`src/rtl/dram_port_arbiter.sv`:
```
// dram_port_arbiter: shares one DRAM port between instruction fetch (IF) and the
// MEM stage. One transaction at a time, MEM priority with a bounded burst so IF
// cannot starve, and stale fetch responses are dropped after a pipeline flush.
module dram_port_arbiter #(
    parameter int unsigned MEM_BURST_MAX = 4,
    parameter int unsigned ADDR_W        = 64
) (
    input  logic              clk,
    input  logic              reset,
    input  logic              if_req,
    input  logic [ADDR_W-1:0] if_addr,
    input  logic              if_flush,
    output logic [31:0]       if_data,
    output logic              if_ready,
    input  logic              mem_req,
    input  logic              mem_we,
    input  logic [ADDR_W-1:0] mem_addr,
    input  logic [63:0]       mem_wdata,
    input  logic [7:0]        mem_wmask,
    output logic [63:0]       mem_rdata,
    output logic              mem_ready,
    output logic              dram_req,
    output logic              dram_we,
    output logic [ADDR_W-1:0] dram_addr,
    output logic [63:0]       dram_wdata,
    output logic [7:0]        dram_wmask,
    input  logic [63:0]       dram_rdata,
    input  logic              dram_ready,
    output logic              busy
);

    localparam int unsigned CNT_W = $clog2(MEM_BURST_MAX + 1);

    typedef enum logic [1:0] {
        S_IDLE     = 2'd0,
        S_BUSY_IF  = 2'd1,
        S_BUSY_MEM = 2'd2,
        S_RESP     = 2'd3
    } state_t;

    state_t             state;
    state_t             next_state;
    logic               owner_if;
    logic               discard;
    logic [CNT_W-1:0]   burst_cnt;
    logic               grant_mem;
    logic               grant_if;
    logic               if_valid;
    logic               burst_full;

    // A fetch request raised together with a flush is already stale.
    assign if_valid   = if_req & ~if_flush;
    assign burst_full = (burst_cnt == CNT_W'(MEM_BURST_MAX));

    // State register.
    always_ff @(posedge clk) begin
        if (reset) begin
            state <= S_IDLE;
        end else begin
            state <= next_state;
        end
    end

    // Next-state and arbitration; grants are only made from IDLE.
    always_comb begin
        next_state = state;
        grant_mem  = 1'b0;
        grant_if   = 1'b0;
        case (state)
            S_IDLE: begin
                if (mem_req && !(if_valid && burst_full)) begin
                    grant_mem  = 1'b1;
                    next_state = S_BUSY_MEM;
                end else if (if_valid) begin
                    grant_if   = 1'b1;
                    next_state = S_BUSY_IF;
                end
            end
            S_BUSY_IF, S_BUSY_MEM: begin
                if (dram_ready) begin
                    next_state = S_RESP;
                end
            end
            S_RESP: begin
                next_state = S_IDLE;
            end
            default: begin
                next_state = S_IDLE;
            end
        endcase
    end

    // Requester-side strobes decoded from the registered state.
    always_comb begin
        busy      = (state != S_IDLE);
        mem_ready = (state == S_RESP) && !owner_if;
        if_ready  = (state == S_RESP) && owner_if && !discard && !if_flush;
    end

    // Registered DRAM handshake, latched request, burst counter and read data.
    always_ff @(posedge clk) begin
        if (reset) begin
            dram_req   <= 1'b0;
            dram_we    <= 1'b0;
            dram_addr  <= '0;
            dram_wdata <= '0;
            dram_wmask <= '0;
            owner_if   <= 1'b0;
            discard    <= 1'b0;
            burst_cnt  <= '0;
            if_data    <= '0;
            mem_rdata  <= '0;
        end else begin
            dram_req <= (next_state == S_BUSY_IF) || (next_state == S_BUSY_MEM);

            if (grant_mem) begin
                owner_if   <= 1'b0;
                dram_addr  <= mem_addr;
                dram_we    <= mem_we;
                dram_wdata <= mem_wdata;
                dram_wmask <= mem_we ? mem_wmask : 8'h00;
            end else if (grant_if) begin
                owner_if   <= 1'b1;
                dram_addr  <= if_addr;
                dram_we    <= 1'b0;
                dram_wdata <= '0;
                dram_wmask <= 8'h00;
            end

            // Only MEM wins over a live fetch extend the burst; anything else restarts it.
            if (state == S_IDLE) begin
                if (grant_mem && if_valid) begin
                    burst_cnt <= burst_cnt + CNT_W'(1);
                end else begin
                    burst_cnt <= '0;
                end
            end

            if (state == S_BUSY_IF && if_flush) begin
                discard <= 1'b1;
            end else if (state == S_RESP) begin
                discard <= 1'b0;
            end

            if (state == S_BUSY_IF && dram_ready) begin
                if_data <= dram_addr[2] ? dram_rdata[63:32] : dram_rdata[31:0];
            end
            if (state == S_BUSY_MEM && dram_ready && !dram_we) begin
                mem_rdata <= dram_rdata;
            end
        end
    end

endmodule

```
`config.mk`:
```
export PLATFORM = sky130hd
export DESIGN_NAME = dram_port_arbiter
export DESIGN_NICKNAME = d
export VERILOG_FILES = /design/src/rtl/dram_port_arbiter.sv
export SDC_FILE = /design/constraint.sdc
export NUM_CORES = 1
export LEC_CHECK = 0
export CORE_AREA = 10 10 192 194
export CTS_CLUSTER_SIZE = 12
export DETAILED_ROUTE_END_ITERATION = 8
export DIE_AREA = 0 0 202 204
export MAX_ROUTING_LAYER = met4
export PLACE_DENSITY = 0.72
export SYNTH_ARGS = -nofsm -noshare
export SYNTH_HDL_FRONTEND = slang
export SYNTH_SLANG_ARGS = --single-unit
export TNS_END_PERCENT = 1
```
`constraint.sdc`:
```
create_clock -name clk -period 2 [get_ports clk]
set_clock_uncertainty 0.05 [all_clocks]
set_input_delay 0.6 -clock clk [delete_from_list [all_inputs] [get_ports clk]]
set_output_delay 0.6 -clock clk [all_outputs]
set_load 0.01 [all_outputs]
```
==> impl_metrics.py <==
metrics = {
    "outcome": {
        "outcome": "complete, but fails checks",
        "violations": "negative setup slack",
    },
    "worst_setup_path": {
        "cp_cell_sequence": "ha_4 -> nor4bb_4 -> buf_2",
        "max_stage_delay_ns": 0.36,
        "crit_path_start_kind": "flop",
        "arrival_ns": 1.40,
        "cp_slowest_cell": "dfxtp_4",
        "crit_fanout": 3,
        "cp_top_family": "flip-flops",
        "crit_type": "flop to output port",
        "critical_path_required_ns": 1.35,
        "endpoint_kind": "output port",
        "worst-path-buf-inv": 1,
        "r2r_slack_ns": 0.17,
    },
    "global_routing": {
        "grt_overflow": 0,
        "grt_max_degree": 65,
        "grt_pass1_vias": 9868,
        "grt_pass1_wl_um": 57700,
        "grt_usage_pct": 18.0,
        "grt_antenna_before_repair": 1,
    },
    "die": {
        "die_w_um": 202,
        "core-area_um2": 33100,
        "row_count": 67,
        "initial_core_util_pct": 27.8,
        "dieArea_um2": 41200,
        "die_y_um": 204,
        "ioPinCount": 508,
    },
    "logic_synthesis": {
        "synth_async_sr_flop_share_pct": 0,
        "ys.flop_type": "dfxtp_1",
        "synth.distinct_cells": 35,
        "synth_top_area_share_pct": 52.3,
        "seq_area_frac_synth_pct": 52.3,
        "synthCells": 1079,
        "yosysWarnings": 0,
        "synth_fp_nets": 1356,
        "synth_largest_area_cell": "dfxtp_1",
        "synth_edf_count": 0,
        "syn_area_um2": 9220,
        "avgSynthCellArea_um2": 8.55,
        "yosys-top-cells-area": "dfxtp_1, nand2_1, nor2_1, a311oi_1, a22oi_1",
        "synth.ff_latch_count": 241,
    },
    "clock_tree": {
        "clock_sinks": 241,
        "numCtsBuffers": 27,
        "htreeDepth": 1,
        "cts_buffer_depth": 3,
        "clockRootBuffer": "clkbuf_16",
        "cts_tree": "built",
        "clkTransAtPathRegs_ns": 0.06,
        "clock_latency_ns": 0.54,
    },
    "pwr": {
        "p_total_mw": 13.6,
        "power_leakage_nw": 6.85,
        "p_per_area_nw_per_um2": 861,
        "peakVddDrop_mv": 0.556,
    },
    "timing": {
        "layout_setup_ws_ns": -0.0548,
        "setup_viol_count_final": 2,
        "tns_ns": -0.0994,
        "fin_crit_ns": 2.05,
        "drv_slew": 0,
        "rsz0062_at_grt": "yes",
        "max_freq_mhz": 487,
        "max_slew_margin_pct": 56.1,
        "period_share_pct": 103,
        "tightest_slew_ns": 0.658,
        "hold_viol": 0,
    },
    "hold_path": {
        "holdCritPathClass": "input port to flop",
    },
    "placed_design": {
        "gp_congestion": 0.838,
        "port-buffer-count": 507,
        "dp_hpwl_um": 29800,
    },
    "drt": {
        "wl_per_cell_um": 19.2,
        "totalWireLength_um": 39100,
        "viasPerCell": 4.79,
        "firstDrtPassIters": 5,
        "ant_nets": 0,
        "drt_iter0_drc": 423,
        "vias": 9764,
        "post-route-drc-count": 0,
    },
    "final_layout": {
        "area_delta_synth_final_pct": 71.1,
        "drive_above_1_share_pct": 7.36,
        "layout.nets": 1849,
    },
    "job": {
        "maxCapViolations": 0,
    },
}
## cell families (layout without fill, tap and decap cells)
family / after synthesis / in the layout / share of synthesized area [%]
AO/OA/AOI/OAI: 244 / 244 / 19.0
multiplexers: 34 / 34 / 3.70
adder cells (fa/ha/maj): 6 / 6 / 0.814
buffers and inverters: 104 / 615 / 5.14
other: 0 / 1 / 0
flip-flops: 241 / 241 / 52.3
AND/OR/NAND/NOR: 450 / 450 / 19.0
## layer usage
layer | routed length, µm | share of wire (%) | vias to the layer above | GRT usage, %
li1 | - | - | 4706 | -
met1 | 14900 | 38 | 4573 | 19.9
met2 | 19400 | 50 | 409 | 30.3
met3 | 3370 | 8.6 | 76 | 5.12
met4 | 1400 | 3.6 | 0 | 6.68
met5 | 0 | 0 | - | -
## final cells by class
type	count	area (µm²)
fill	3186	17300
timing repair buffer	562	5440
sequential	241	4830
multi-input combinational	734	4000
clock buffer	38	737
tap	448	561
clock inverter	9	180
inverter	6	30.0
antenna	1	2.50
## where the power goes
group	switching, mW	internal [mW]	total [mW]	leakage [nW]
logic	1.50	1.48	2.98	4.43
registers	0.197	5.19	5.39	1.97
clock network	2.02	3.20	5.22	0.441
total	3.71	9.87	13.6	6.85
## cell usage after synthesis, drive strengths merged (2+ instances only)
master,n
nand4b,2
nand2b,2
nand3,2
clkbuf,51
nor2b,2
nand2,260
a311oi,64
nor2,175
o21a,2
inv,6
a32oi,9
a211oi,32
buf,47
ha,6
dfxtp,241
mux2i,33
a21oi,68
a22oi,65
## registers in the layout (all words and copies together), names as in the netlist
signal / count
dram_addr: 64
dram_wdata: 64
mem_rdata: 64
if_data: 32
dram_wmask: 8
burst_cnt: 3
state: 2
discard: 1
dram_req: 1
dram_we: 1
owner_if: 1
## cell usage in the layout, fill, tap and decap left out, drive strengths merged, types with 5 or more instances in the layout
master           n
clkdlybuf4s50  268
clkbuf          38
a211oi          32
a311oi          64
a21oi           68
ha               6
mux2i           33
nand2          260
dfxtp          241
nor2           175
a32oi            9
buf             59
dlygate4sd2    235
a22oi           65
inv              7
bufinv           5
## timing repair
item | in CTS | in global routing
gates resized for setup | 255 | 9
setup buffers | 0 | 1
hold buffers | 0 | 0
endpoints found under the hold margin | 0 | 0
setup endpoints to repair | 237 | 2
cloned | 0 | 0
pin swaps | 2 | 2
## stage by stage
step | instances | util, % | instance area [µm²] | setup slack [ns] | hold WS [ns]
floorplan | 1079 | - | 9220 | 0.247 | 0.400
global placement | 1990 | 45.5 | 15100 | -0.626 | 0.391
detailed placement | 1990 | 45.5 | 15100 | -0.649 | 0.397
CTS | 2037 | 47.6 | 15700 | -0.232 | 0.391
global route | 2039 | 47.7 | 15800 | -0.125 | 0.404
finish | 2039 | 47.7 | 15800 | -0.0548 | 0.393
## worst paths after layout
| check | from | endpoint | depth (start not counted) |
|---|---|---|---|
| worst max register to register | state[0]$_SDFF_PP0_ | dram_req$_SDFF_PP0_ | 8 |
| worst min register to register | mem_rdata[13]$_SDFFE_PP0P_ | mem_rdata[13]$_SDFFE_PP0P_ | 2 |
| worst min-delay path | reset | dram_wdata[47]$_SDFFE_PP0P_ | 2 |
| worst max-delay path | state[0]$_SDFF_PP0_ | if_ready | 3 |
Power figures use the tool's default switching activity.
